### src/rtl/currency_accum_multi.sv
// Multi-channel currency accumulator: synchronises acceptor channels, detects one
// event per insertion, and sums accepted values into an overflow-protected total.
module currency_accum_multi #(
  parameter int CURRENCY_WIDTH = 7,
  parameter int NUM_CH         = 3,
  parameter int SYNC_STAGES    = 2
) (
  input  logic                             clk,
  input  logic                             rst,
  input  logic [NUM_CH-1:0]                currency_valid,
  input  logic [NUM_CH*CURRENCY_WIDTH-1:0] currency_value,
  input  logic                             dispense_valid,
  input  logic                             refund_req,
  output logic [CURRENCY_WIDTH-1:0]        total_currency,
  output logic                             currency_avail,
  output logic [NUM_CH-1:0]                coin_accepted,
  output logic [NUM_CH-1:0]                coin_reject,
  output logic                             refund_valid,
  output logic [CURRENCY_WIDTH-1:0]        refund_amount
);

  localparam int W = CURRENCY_WIDTH;

  typedef enum logic [1:0] {EMPTY, HOLD, REFUND} state_e;

  state_e                                 state_q, state_d;
  logic [SYNC_STAGES-1:0][NUM_CH-1:0]     vsync_q;
  logic [SYNC_STAGES-1:0][NUM_CH*W-1:0]   dsync_q;
  logic [NUM_CH-1:0]                      sv_w, sv_d_q;
  logic [NUM_CH-1:0]                      edge_w, collide_w, svc_mask_w, sel_oh_w;
  logic [NUM_CH-1:0][W-1:0]               sync_val_w;
  logic [NUM_CH-1:0][W-1:0]               val_q, val_d;
  logic [NUM_CH-1:0]                      pend_q, pend_d;
  logic [W-1:0]                           sel_val_w;
  logic [W-1:0]                           total_q, total_d;
  logic [W-1:0]                           refund_amt_q, refund_amt_d;
  logic [W:0]                             sum_w;
  logic [NUM_CH-1:0]                      acc_q, acc_d, rej_q, rej_d;
  logic                                   service_en;

  // Valid and value travel through the same number of stages so they stay aligned.
  always_ff @(posedge clk) begin
    if (rst) begin
      vsync_q <= '0;
      dsync_q <= '0;
      sv_d_q  <= '0;
    end else begin
      vsync_q <= {vsync_q[SYNC_STAGES-2:0], currency_valid};
      dsync_q <= {dsync_q[SYNC_STAGES-2:0], currency_value};
      sv_d_q  <= sv_w;
    end
  end

  assign sv_w = vsync_q[SYNC_STAGES-1];

  genvar gi;
  generate
    for (gi = 0; gi < NUM_CH; gi++) begin : g_chan
      assign sync_val_w[gi] = dsync_q[SYNC_STAGES-1][gi*W +: W];
    end
  endgenerate

  // A channel that sees a second insertion while still pending is held out of
  // service for that cycle so it never gets accept and reject together.
  always_comb begin
    edge_w     = sv_w & ~sv_d_q;
    collide_w  = edge_w & pend_q;
    svc_mask_w = pend_q & ~collide_w;
  end

  always_comb begin
    sel_oh_w  = '0;
    sel_val_w = '0;
    for (int i = NUM_CH - 1; i >= 0; i--) begin
      if (svc_mask_w[i]) begin
        sel_oh_w    = '0;
        sel_oh_w[i] = 1'b1;
        sel_val_w   = val_q[i];
      end
    end
  end

  assign sum_w = {1'b0, total_q} + {1'b0, sel_val_w};

  always_comb begin
    state_d      = state_q;
    total_d      = total_q;
    refund_amt_d = refund_amt_q;
    acc_d        = '0;
    rej_d        = collide_w;
    pend_d       = pend_q;
    val_d        = val_q;
    service_en   = 1'b0;

    case (state_q)
      EMPTY: service_en = 1'b1;
      HOLD: begin
        if (dispense_valid) begin
          total_d = '0;
          state_d = EMPTY;
        end else if (refund_req) begin
          refund_amt_d = total_q;
          total_d      = '0;
          state_d      = REFUND;
        end else begin
          service_en = 1'b1;
        end
      end
      REFUND: state_d = EMPTY;
      default: state_d = EMPTY;
    endcase

    if (service_en && (|sel_oh_w)) begin
      pend_d = pend_q & ~sel_oh_w;
      if ((sel_val_w != '0) && !sum_w[W]) begin
        total_d = sum_w[W-1:0];
        acc_d   = sel_oh_w;
        state_d = HOLD;
      end else begin
        rej_d = rej_d | sel_oh_w;
      end
    end

    for (int i = 0; i < NUM_CH; i++) begin
      if (edge_w[i] && !pend_q[i]) begin
        pend_d[i] = 1'b1;
        val_d[i]  = sync_val_w[i];
      end
    end
  end

  always_ff @(posedge clk) begin
    if (rst) begin
      state_q      <= EMPTY;
      total_q      <= '0;
      refund_amt_q <= '0;
      acc_q        <= '0;
      rej_q        <= '0;
      pend_q       <= '0;
      val_q        <= '0;
    end else begin
      state_q      <= state_d;
      total_q      <= total_d;
      refund_amt_q <= refund_amt_d;
      acc_q        <= acc_d;
      rej_q        <= rej_d;
      pend_q       <= pend_d;
      val_q        <= val_d;
    end
  end

  assign total_currency = total_q;
  assign currency_avail = (state_q == HOLD);
  assign coin_accepted  = acc_q;
  assign coin_reject    = rej_q;
  assign refund_valid   = (state_q == REFUND);
  assign refund_amount  = refund_amt_q;

endmodule
### config.mk
export PLATFORM = sky130hd
export DESIGN_NAME = currency_accum_multi
export DESIGN_NICKNAME = d
export VERILOG_FILES = /design/src/rtl/currency_accum_multi.sv
export SDC_FILE = /design/constraint.sdc
export NUM_CORES = 1
export LEC_CHECK = 0
export BUFFER_PORTS_ARGS = -buffer_cell sky130_fd_sc_hd__buf_4
export CAP_MARGIN = 10
export CORE_MARGIN = 10
export CORE_UTILIZATION = 56
export DETAILED_ROUTE_END_ITERATION = 16
export PLACE_DENSITY = 0.78
export SLEW_MARGIN = 20
export SYNTH_ARGS = -nofsm -noshare
export SYNTH_HDL_FRONTEND = slang
export SYNTH_SLANG_ARGS = --single-unit
### constraint.sdc
create_clock -name clk -period 3.95 [get_ports clk]
set_input_delay 0.395 -clock clk [delete_from_list [all_inputs] [get_ports clk]]
set_output_delay 0.395 -clock clk [all_outputs]
set_load 0.05 [all_outputs]
==> impl_metrics.yaml, run 1 <==
status:
  outcome: "finished clean"
layout:
  area_delta_synth_final_pct: 15.75
  final_common_cell: "dfxtp_1"
  seqCellArea_sq_mm: 0.001942
  mostFrequentLayoutCells: "dfxtp_1 (97), nor2b_1 (54), buf_4 (49)"
  antenna_cells: 0
  fillers: 518
  multi_input_area_sq_mm: 0.001573
  drive_gt1_share_pct: 17.15
  final_nets: 446
  postLayoutCoreUtil_pct: 66.41
timing:
  finalCriticalPeriod_ps: 3571
  whs_ps: 240.4
  fin_setup_tns_ps: 0
  drv_slew: 0
  tightest_slew_ps: 883.0
  relSlewSlack_pct: 41.14
  setup_viol: 0
  rsz0062_at_grt: "no"
  fin_skew_ps: 9.255
  post-route-period-util_pct: 90.41
  fmax_mhz: 280.0
  hold_viol: 0
worst_setup_path:
  rr_worst_depth: 10
  cp.arrival_ps: 3820
  critPathLaunchType: "register"
  end_kind: "register"
  cp.required_ps: 4200
  criticalPathCategory: "reg2reg"
  crit_fanout: 16
global_route:
  grt_max_degree: 99
  grt_pass1_wl_microns: 11630
  antenna_found_initial: 0
  grt_util_all_layers_pct: 14.35
  grt_pass1_vias: 2505
  grt_overflow: 0
pwr:
  ir_drop_v: 0.0002969
  power.leakage_nw: 1.705
  power.density_mw_per_mm2: 421.5
  power.total_w: 0.001767
job:
  maxCapViolations: 0
synthesis:
  async_flop_share_pct: 0
  syn_avg_cell_area_sq_um: 9.763
  synth_cells: 371
  synthFlopType: "dfxtp_1"
  syn-num-nets: 407
  yosysSeqAreaShare_pct: 53.61
  synth_edf_count: 0
  ys_warn_count: 0
  synth_area_sq_mm: 0.003622
  yosys_register_bits: 97
  synth.distinct_cells: 43
drt:
  drtPass1Iterations: 4
  drt-vias-per-instance: 5.381
  wl_microns: 6926
  drt-initial-drc-count: 182
  num_vias: 2642
  drc: 0
  ant_nets: 0
  wl_per_cell_microns: 14.11
floorplan:
  fp.dieH_microns: 100.4
  die_width_microns: 100.4
  start_util_pct: 57.37
  rows: 29
  core_area_sq_mm: 0.006314
  ios: 50
  dieArea_sq_mm: 0.01009
clock_network:
  cts_tree: "yes"
  holdBufCountCts: 0
  cts_buffers: 9
  post-cts-setup-buffer-count: 0
  path_clk_slew_ps: 90
  cts_root_buf: "clkbuf_8"
  clk_path_buf_depth: 2
  cts_max_level: 3
  cts_sinks: 97
  clk_latency_ps: 360
  cts_resized: 0
placed_design:
  dp_hpwl_microns: 4940
  portBuffers: 49
  gp_congestion: 0.9358
hold_path:
  hp-class: "in2reg"
  min_delay_path_depth: 2
==> routing by layer <==
metal | part of all wire, % | global-route usage (%) | vias to the layer above
met1 | 46 | 16.95 | 1218
met4 | 2.2 | 6.087 | 0
met5 | 0 | 0 | -
met2 | 47 | 22.90 | 64
met3 | 5.0 | 5.288 | 14
li1 | - | - | 1346
==> worst max-delay path: stages (launching register included) <==
cell      delay (ps)
dfxtp_1          310
nand2b_1         410
nand2_1          340
o22a_1           370
ha_1             330
a211oi_1         240
o21bai_1         110
a21oi_1          270
o21ai_0          260
a311o_2          550
a32o_1           290
==> cell type report <==
cell class                 count  share of cell area [%]
clock buffer                  11                   3.611
clock inverter                 4                   1.224
inverter                       3                  0.2686
multi-input combinational    250                   37.51
sequential                    97                   46.31
tap                           77                   2.298
timing repair buffer          49                   8.774
==> registers in the layout (all words and copies together) (netlist names) <==
name            cells
vsync_q             3
pend_q              3
coin_reject         3
dsync_q            21
state_q             2
sv_w                3
coin_accepted       3
total_currency      7
sync_val_w         21
sv_d_q              3
val_q              21
refund_amount       7
==> worst paths after layout <==
path | endpoint | slack (ps) | startpoint
setup / recovery | total_currency[5] | 380 | sv_d_q[0]
hold / removal | dsync_q[11] | 240 | currency_value[11]
setup reg to reg | total_currency[5] | 380 | sv_d_q[0]
hold reg to reg | val_q[10] | 430 | sync_val_w[10]
==> cells in the mapped netlist, types with 3 or more instances <==
cell | number | area share (%)
nor3_1 | 3 | 0.41
a21oi_1 | 33 | 4.6
clkbuf_1 | 17 | 1.8
nor2_1 | 16 | 1.7
a211oi_1 | 5 | 1.0
nand2_1 | 39 | 4.0
o22a_1 | 4 | 0.97
mux2i_1 | 11 | 3.0
nand3_1 | 3 | 0.41
ha_1 | 7 | 2.4
a21o_1 | 4 | 0.83
inv_1 | 3 | 0.31
dfxtp_1 | 97 | 54
a32o_1 | 6 | 1.7
nor4_1 | 4 | 0.69
xor2_1 | 4 | 0.97
nor2b_1 | 54 | 9.3
nand2b_1 | 7 | 1.2
o21ai_0 | 24 | 3.3
==> power breakdown <==
group | switching (W) | internal, W | total (W)
Combinational | 0.0000590 | 0.0000492 | 0.000108
Sequential | 0.0000120 | 0.00101 | 0.00102
Clock | 0.000317 | 0.000325 | 0.000641
==> kinds of logic after synthesis <==
family,share of synthesized area [%]
AO/OA/AOI/OAI,16.13
XOR/XNOR,1.209
adder cells (fa/ha/maj),2.971
buffers and inverters,2.971
flip-flops,53.61
multiplexers,3.040
AND/OR/NAND/NOR,20.07
==> metrics by stage <==
stage,cells,worst slack [ps],cell area [sq um]
2_1_floorplan,371,911.0,3622
3_5_place_dp,476,427.0,3990
6_report,491,379.0,4193
5_1_grt,491,60.40,4193
4_1_cts,491,393.8,4193
3_3_place_gp,476,605.2,3990
Note: power is estimated with default switching activity, not from simulation.
==> inputs of run 2 (changes only) <==
--- a/config.mk
+++ b/config.mk
@@ -5,11 +5,12 @@
 export SDC_FILE = /design/constraint.sdc
 export NUM_CORES = 1
 export LEC_CHECK = 0
-export BUFFER_PORTS_ARGS = -buffer_cell sky130_fd_sc_hd__buf_4
 export CAP_MARGIN = 10
 export CORE_MARGIN = 10
-export CORE_UTILIZATION = 56
+export CORE_UTILIZATION = 62
 export DETAILED_ROUTE_END_ITERATION = 16
+export DONT_BUFFER_PORTS = 1
+export MAX_ROUTING_LAYER = met4
 export PLACE_DENSITY = 0.78
 export SLEW_MARGIN = 20
 export SYNTH_ARGS = -nofsm -noshare
==> run 2 against run 1 <==
Effect of this change: power shrank 0.21%; global-route usage grew 1.8 points; highest routed layer unchanged; largest cell class unchanged; register-to-register slack lost 60 ps.
==> impl_metrics.yaml, run 2 (synthesis results as in run 1) <==
global_route:
  grt_util_met3_pct: 3.470
  grt_util_all_layers_pct: 16.15
  grt_overflow: 0
  busiest_layer: "met2"
  gr-usage-met2_pct: 25.84
  grt_pass1_vias: 2534
  grt_pass1_wl_microns: 11510
  grt_max_degree: 99
  use_met1_pct: 18.21
  antenna_found_initial: 0
drt:
  wl_per_cell_microns: 15.82
  drt-initial-drc-count: 174
  ant_nets: 0
  wl_microns: 6947
  drtPass1Iterations: 4
  drt-vias-per-instance: 5.731
  num_vias: 2516
  drc: 0
job:
  maxCapViolations: 0
placed_design:
  place_area_sq_mm: 0.003631
  gp_congestion: 0.9487
  dp_hpwl_microns: 4744
  portBuffers: 0
timing:
  hold_viol: 0
  tightest_slew_ps: 965.8
  fin_skew_ps: 5.929
  fin_setup_tns_ps: 0
  finalCriticalPeriod_ps: 3635
  post-route-period-util_pct: 92.04
  relSlewSlack_pct: 35.48
  rsz0062_at_grt: "no"
  drv_slew: 0
  fmax_mhz: 275.1
  setup_viol: 0
  whs_ps: 98.47
clock_network:
  cts_sinks: 97
  cts_resized: 0
  holdBufCountCts: 0
  clk_latency_ps: 350
  cts_max_level: 3
  path_clk_slew_ps: 90
  clk_path_buf_depth: 2
  cts_buffers: 9
  post-cts-setup-buffer-count: 0
  cts_tree: "yes"
  cts_root_buf: "clkbuf_8"
worst_setup_path:
  crit_fanout: 16
  end_kind: "register"
  cp.required_ps: 4200
  cp.arrival_ps: 3890
  critPathLaunchType: "register"
  criticalPathCategory: "reg2reg"
pwr:
  ir_drop_v: 0.0003039
  power.density_mw_per_mm2: 459.4
  power.leakage_nw: 1.473
  power.total_w: 0.001763
floorplan:
  fp.dieH_microns: 96.44
  rows: 27
  die_width_microns: 96.44
  dieArea_sq_mm: 0.009300
  core_area_sq_mm: 0.005574
  ios: 50
  start_util_pct: 64.98
layout:
  postLayoutCoreUtil_pct: 68.87
  final_common_cell: "dfxtp_1"
  final_nets: 399
  drive_gt1_share_pct: 6.540
  mostFrequentLayoutCells: "dfxtp_1 (97), nor2b_1 (54), nand2_1 (39)"
  postLayoutCellArea_sq_mm: 0.003839
  area_delta_synth_final_pct: 5.976
  antenna_cells: 0
status:
  outcome: "finished clean"
hold_path:
  hp-class: "in2reg"
-- run 2: cell types whose count changed in the layout (fill, tap and decap cells not counted) --
cell and change:
clkinvlp_4 -1, buf_4 -47, bufinv_16 +1, clkinv_2 +2
clkinv_4 +1, clkbuf_8 -2, inv_6 -1
-- run 2: metrics by stage --
step | cells | worst slack [ps]
after global routing | 439 | 155.6
after floorplan | 371 | 911.0
after global placement | 424 | 608.8
after detailed placement | 424 | 365.2
final | 439 | 314.6
after CTS | 439 | 337.3
-- run 2: final cells by class --
class                           instances  area [sq um]
Sequential cell                        97          1942
Inverter                                3         11.26
Tap cell                               72         90.09
Multi-Input combinational cell        250          1573
Clock buffer                            9         123.9
Fill cell                             449          1735
Clock inverter                          6         83.83
Timing Repair Buffer                    2         15.01
-- run 2: report_power, final --
part	total, W	switching, W	leakage [nW]	internal [W]
sequential	0.00102	0.0000164	0.793	0.00101
clock	0.000671	0.000321	0.109	0.000351
combinational	0.0000700	0.0000386	0.571	0.0000315
total	0.00176	0.000376	1.47	0.00139
-- run 2: path summary, 6_finish.rpt --
path                       from                end  slack, ps  depth (start not counted)
setup / recovery      sv_d_q[0]  total_currency[3]        310                         11
hold / removal              rst        dsync_q[10]        100                          1
setup reg to reg      sv_d_q[0]  total_currency[3]        310                         11
hold reg to reg   sync_val_w[3]           val_q[3]        430                          2
-- run 2: worst max-delay path: stages, from the launching register on --
cell,delay [ps]
dfxtp_1,300
nand2b_1,350
and2_0,390
a221o_1,350
and2_1,160
ha_1,220
a211oi_1,240
o21bai_1,130
a21oi_1,260
o21ai_0,260
a311o_2,560
a32o_1,300
-- run 2: layer usage --
metal / vias to the layer above / wire length, microns
met4: 0 / 199
li1: 1260 / -
met5: - / 0
met2: 77 / 3288
met3: 18 / 452
met1: 1161 / 3006
